`src/rtl/dsd_slave_rx.sv`:
```
// dsd_slave_rx
//   DSD / DoP bit-stream receiver. Two serial channels (ch1/ch2) arrive
//   LSB-first, 32 bits per channel per frame, sampled on the rising edge of
//   the DSD bit clock. Each completed frame is parked in a hold register and
//   replayed during the following frame as a stream of 16-bit words:
//     DSD (mode 0): 4 words, one every 8 bit clocks.
//     DoP (mode 1): 8 words, one every 4 bit clocks, each carrying one data
//                   byte plus a marker byte that alternates per frame.
//
// Ports
//   sck_in      DSD bit clock (only clock, rising edge)
//   rst         synchronous reset, active high
//   start_n     active-low start request, honoured only in IDLE
//   stop_n      active-low stop request, honoured only at a frame boundary
//   dop         packing select, latched at start (1 = DoP, 0 = DSD)
//   ch1_in      channel 1 serial data
//   ch2_in      channel 2 serial data
//   data_out    output word (zero when data_valid is low)
//   data_valid  data_out is valid this cycle
//   data_ready  consumer accepts data_out (no backpressure: a refused word is lost)
//   overrun     sticky flag, a word was dropped since the last start
//   busy        receiver is not idle
//
// state | meaning
// IDLE  | waiting for start_n; nothing emitted
// RECV  | shifting in frames, replaying the previous frame from hold
// DRAIN | inputs ignored, finishing replay of the last held frame

module dsd_slave_rx #(
  parameter logic [7:0] DOP_MARKER_A = 8'h05,
  parameter logic [7:0] DOP_MARKER_B = 8'hFA
) (
  input  logic        sck_in,
  input  logic        rst,
  input  logic        start_n,
  input  logic        stop_n,
  input  logic        dop,
  input  logic        ch1_in,
  input  logic        ch2_in,
  output logic [15:0] data_out,
  output logic        data_valid,
  input  logic        data_ready,
  output logic        overrun,
  output logic        busy
);

  typedef enum logic [1:0] {
    ST_IDLE  = 2'd0,
    ST_RECV  = 2'd1,
    ST_DRAIN = 2'd2
  } state_t;

  state_t      state_q, state_d;
  logic [4:0]  bit_cnt_q, bit_cnt_d;
  logic [31:0] sr1_q, sr1_d;
  logic [31:0] sr2_q, sr2_d;
  logic [31:0] hold1_q, hold1_d;
  logic [31:0] hold2_q, hold2_d;
  logic        hold_valid_q, hold_valid_d;
  logic        parity_q, parity_d;
  logic        mode_q, mode_d;
  logic        overrun_q, overrun_d;

  // FSM decode outputs
  logic        frame_end;
  logic        start_go;
  logic        cnt_en;
  logic        shift_en;
  logic        capture;
  logic        drain_done;

  // emission
  logic        slot;
  logic [1:0]  dsd_k;
  logic [2:0]  dop_k;
  logic [31:0] dop_src;
  logic [7:0]  dop_byte;
  logic [7:0]  marker;
  logic [15:0] word;

  assign frame_end = (bit_cnt_q == 5'd31);

  // ---------------------------------------------------------------------------
  // FSM: state register
  // ---------------------------------------------------------------------------
  always_ff @(posedge sck_in) begin
    if (rst) state_q <= ST_IDLE;
    else     state_q <= state_d;
  end

  // ---------------------------------------------------------------------------
  // FSM: next state
  // ---------------------------------------------------------------------------
  always_comb begin
    state_d = state_q;
    case (state_q)
      ST_IDLE:  if (!start_n)              state_d = ST_RECV;
      ST_RECV:  if (frame_end && !stop_n)  state_d = ST_DRAIN;
      ST_DRAIN: if (frame_end)             state_d = ST_IDLE;
      default:                             state_d = ST_IDLE;
    endcase
  end

  // ---------------------------------------------------------------------------
  // FSM: outputs / datapath controls
  // ---------------------------------------------------------------------------
  always_comb begin
    busy       = 1'b0;
    start_go   = 1'b0;
    cnt_en     = 1'b0;
    shift_en   = 1'b0;
    capture    = 1'b0;
    drain_done = 1'b0;
    case (state_q)
      ST_IDLE: begin
        // the start edge already captures bit 0 of frame 0
        start_go = !start_n;
        cnt_en   = !start_n;
        shift_en = !start_n;
      end
      ST_RECV: begin
        busy     = 1'b1;
        cnt_en   = 1'b1;
        shift_en = 1'b1;
        capture  = frame_end;
      end
      ST_DRAIN: begin
        busy       = 1'b1;
        cnt_en     = 1'b1;
        drain_done = frame_end;
      end
      default: ;
    endcase
  end

  // ---------------------------------------------------------------------------
  // Datapath next state
  // ---------------------------------------------------------------------------
  always_comb begin
    bit_cnt_d    = bit_cnt_q;
    sr1_d        = sr1_q;
    sr2_d        = sr2_q;
    hold1_d      = hold1_q;
    hold2_d      = hold2_q;
    hold_valid_d = hold_valid_q;
    parity_d     = parity_q;
    mode_d       = mode_q;
    overrun_d    = overrun_q;

    if (cnt_en) bit_cnt_d = bit_cnt_q + 5'd1;

    if (shift_en) begin
      sr1_d = {ch1_in, sr1_q[31:1]};
      sr2_d = {ch2_in, sr2_q[31:1]};
    end

    if (start_go) begin
      mode_d   = dop;
      parity_d = 1'b0;
    end

    if (capture) begin
      // include the bit arriving on this very edge
      hold1_d      = {ch1_in, sr1_q[31:1]};
      hold2_d      = {ch2_in, sr2_q[31:1]};
      hold_valid_d = 1'b1;
      // parity only advances when an already-held frame is replaced,
      // so the first frame of a run always uses marker A
      if (hold_valid_q) parity_d = ~parity_q;
    end

    if (drain_done) hold_valid_d = 1'b0;

    if (start_go)
      overrun_d = 1'b0;
    else if (data_valid && !data_ready)
      overrun_d = 1'b1;
  end

  always_ff @(posedge sck_in) begin
    if (rst) begin
      bit_cnt_q    <= 5'd0;
      sr1_q        <= 32'd0;
      sr2_q        <= 32'd0;
      hold1_q      <= 32'd0;
      hold2_q      <= 32'd0;
      hold_valid_q <= 1'b0;
      parity_q     <= 1'b0;
      mode_q       <= 1'b0;
      overrun_q    <= 1'b0;
    end else begin
      bit_cnt_q    <= bit_cnt_d;
      sr1_q        <= sr1_d;
      sr2_q        <= sr2_d;
      hold1_q      <= hold1_d;
      hold2_q      <= hold2_d;
      hold_valid_q <= hold_valid_d;
      parity_q     <= parity_d;
      mode_q       <= mode_d;
      overrun_q    <= overrun_d;
    end
  end

  // ---------------------------------------------------------------------------
  // Word emission, decoded straight from registered state (no added latency)
  // ---------------------------------------------------------------------------
  always_comb begin
    dsd_k    = bit_cnt_q[4:3];
    dop_k    = bit_cnt_q[4:2];
    slot     = mode_q ? (bit_cnt_q[1:0] == 2'd0) : (bit_cnt_q[2:0] == 3'd0);
    dop_src  = dop_k[2] ? hold2_q : hold1_q;
    dop_byte = dop_src[{dop_k[1:0], 3'b000} +: 8];
    marker   = parity_q ? DOP_MARKER_B : DOP_MARKER_A;
    word     = 16'h0000;
    if (mode_q) begin
      // marker swaps halves on alternate slots
      word = dop_k[0] ? {marker, dop_byte} : {dop_byte, marker};
    end else begin
      case (dsd_k)
        2'd0:    word = hold1_q[15:0];
        2'd1:    word = hold1_q[31:16];
        2'd2:    word = hold2_q[15:0];
        default: word = hold2_q[31:16];
      endcase
    end
  end

  assign data_valid = hold_valid_q && slot;
  assign data_out   = data_valid ? word : 16'h0000;
  assign overrun    = overrun_q;

endmodule

```
`config.mk`:
```
export PLATFORM = sky130hd
export DESIGN_NAME = dsd_slave_rx
export DESIGN_NICKNAME = d
export VERILOG_FILES = /design/src/rtl/dsd_slave_rx.sv
export SDC_FILE = /design/constraint.sdc
export NUM_CORES = 1
export LEC_CHECK = 0
export ABC_AREA = 1
export BUFFER_PORTS_ARGS = -buffer_cell sky130_fd_sc_hd__buf_2
export CAP_MARGIN = 20
export CORE_ASPECT_RATIO = 0.7
export CORE_MARGIN = 2
export CORE_UTILIZATION = 65
export DETAILED_ROUTE_END_ITERATION = 8
export GPL_ROUTABILITY_DRIVEN = 0
export PLACE_DENSITY = 0.89
export SETUP_SLACK_MARGIN = 0.4
export SYNTH_ARGS = -nofsm -noshare
export SYNTH_HDL_FRONTEND = slang
export SYNTH_SLANG_ARGS = --single-unit
```
`constraint.sdc`:
```
create_clock -name sck_in -period 4.4 [get_ports sck_in]
set_input_delay 0.44 -clock sck_in [delete_from_list [all_inputs] [get_ports sck_in]]
set_output_delay 0.44 -clock sck_in [all_outputs]
set_load 0.005 [all_outputs]
```
==> results.yml <==
outcome:
  status: "finished clean"
synthesis:
  avgSynthCellArea_um2: 6.77
  syn_inst: 909
  synth-edff-count: 0
  ys_types: 25
  synth-seq-area-share_pct: 44.5
  syn_nets: 925
  synthArstFlopShare_pct: 0
  yosysWarnings: 0
  ys_ff_latch: 137
  ys.flop_type: "dfxtp_1"
  syn_area_um2: 6160
floorplanning:
  die_h_um: 85.4
  coreArea_um2: 9140
  die_w_um: 120
  dieArea_um2: 10300
  initial_core_util_pct: 67.4
  num_io_pins: 27
  rows: 29
cells_and_area:
  final_nets: 919
  antennaDiodeCount: 0
  layout.cells.non_filler: 1040
  syn2layout_area_growth_pct: 10.6
  drive_above_1_share_pct: 7.97
  design_area_um2: 6810
  final_util_pct: 74.5
global_route:
  grt_max_degree: 68
  grt_pass1_wl_um: 25400
  antenna_found_initial: 0
  grt_pass1_vias: 5091
  overflow: 0
  grtUsageTotal_pct: 31.6
timing:
  hold_viol_final: 0
  grt_setup_unrepaired: "no"
  relSlewSlack_pct: 28.6
  period_needed_ns: 2.75
  fin_worst_skew_ns: 0.0111
  hold_ws_ns: 0.223
  worst_slew_pin_slew_ns: 1.07
  max_freq_mhz: 364
  fin_crit_sh_pct: 62.5
  maxSlewViolCount: 0
  finalSetupViolations: 0
  setup_tns_ns: 0
pwr:
  p_leak_nw: 2.87
  powerDensity_nw_per_um2: 617
  max-vdd-ir-drop_uv: 384
critical_path:
  regToRegEndpoint: "sr1_q[11]"
  path_class: "flop to output pin"
  crit_required_ns: 3.96
  endpoint: "data_out[14]"
  crit_start: "bit_cnt_q[2]"
  r2r_cells: 7
  r2r_slack_ns: 2.11
  cp_max_fo: 29
  cp_data_arrival_time_ns: 2.31
  cp-end-kind: "output pin"
  r2r_start: "state_q[0]"
  start_kind: "flop"
flow_run:
  cap_violations: 0
clock_network:
  cts_buffers: 17
  cts_sinks: 137
  cts_root_buffer: "clkbuf_16"
  cts_resized: 0
  cts.path.max_buffers: 2
  htreeDepth: 4
  postCtsSetupBuffers: 0
  cts_tree: "built"
  clkLatencyLatePin_ns: 0.43
  path_clk_slew_ns: 0.06
  hold_buffers: 0
drt:
  first_pass_iters: 6
  vias_per_cell: 5.74
  wl_per_cell_um: 15.1
  vias: 5968
  drc: 0
  wl_um: 15700
  first_iter_violations: 838
  ant_nets: 0
placed_design:
  dpl_cell_area_um2: 6190
  io_buffers: 26
  hpwl_um: 9890
  dpl.cell_count: 1007
worst_hold_path:
  min_path_cells: 2
  hp-class: "input port to flop"
## critical path: stages (launching register included)
cell,delay [ns]
dfxtp_1,0.35
buf_4,0.32
inv_1,0.41
nand3_1,0.22
nand3_1,0.09
nand2_1,0.11
nand2_1,0.06
a21oi_1,0.18
buf_2,0.14
## area by class of cell
class | count | area, um^2
Clock buffer | 19 | 433
Sequential cell | 137 | 2740
Tap cell | 124 | 155
Timing Repair Buffer | 34 | 203
Clock inverter | 13 | 168
Inverter | 25 | 96.3
Multi-Input combinational cell | 688 | 3020
Fill cell | 719 | 2330
## synthesized netlist by cell type (2+ instances only)
cell,number,area share [%]
clkbuf_1,27,1.6
buf_4,11,1.3
nor2_1,262,16
nand2_1,152,9.3
inv_1,20,1.2
ha_1,8,1.6
buf_6,3,0.55
a21oi_1,27,2.2
buf_1,2,0.12
buf_2,16,1.3
o21ai_1,32,2.6
or2_0,9,0.91
nand3_1,73,5.9
o21ai_0,117,9.5
inv_2,4,0.24
dfxtp_1,137,45
## per-stage QoR
step,worst slack [ns],total power [W]
after floorplan,2.72,0.00254
after global placement,2.19,0.00271
after detailed placement,2.10,0.00274
after CTS,1.74,0.00419
after global routing,1.51,0.00444
final,1.65,0.00420
## layer usage
layer	vias to the layer above	wire [um]	global-route usage (%)
met4	0	274	10.9
met5	-	0	0
met2	315	6540	43.8
met3	30	1690	10.8
met1	2691	7160	45.9
li1	2932	-	-
## flip-flops by register name, summed over array words and instances (netlist names)
register,count
state_q,2
parity_q,1
sr1_q,31
bit_cnt_q,5
overrun,1
hold2_q,32
mode_q,1
hold1_q,32
hold_valid_q,1
sr2_q,31
## cell families (layout without fill, tap and decap cells)
family | after synthesis | after routing | share of synthesized area (%)
adders and majority gates | 8 | 8 | 1.63
buffers and inverters | 84 | 91 | 6.52
and+or+nand+nor | 501 | 501 | 32.6
DFF | 137 | 137 | 44.5
AOI/OAI and AO/OA | 179 | 179 | 14.7
## report_power, final
part / total (W) / switching, W / internal, W
Combinational: 0.00105 / 0.000753 / 0.000300
Clock: 0.00145 / 0.000553 / 0.000897
Sequential: 0.00170 / 0.000194 / 0.00151
Total: 0.00420 / 0.00150 / 0.00270
## how the worst min path moves through the flow
stage,to,from
finish,parity_q,rst
global route,parity_q,rst
CTS,parity_q,rst
detailed placement,hold2_q[2],hold2_q[2]
global placement,hold2_q[2],hold2_q[2]
floorplan,hold2_q[10],hold2_q[10]
## cell usage in the layout (no fill, tap or decap), types with 3 or more instances in the layout
cell type  synthesis  final
inv_6              0      4
clkbuf_16          0     17
buf_2             16     26
nand3_1           73     73
a21oi_1           27     27
inv_2              4      4
nand2_1          152    151
nor2_1           262    262
bufinv_16          0      3
o21ai_1           32     32
buf_4             11      7
or2_0              9      9
o21ai_0          117    117
inv_1             20     20
ha_1               8      8
dfxtp_1          137    137
No activity file was read; power rests on OpenSTA's default activity.
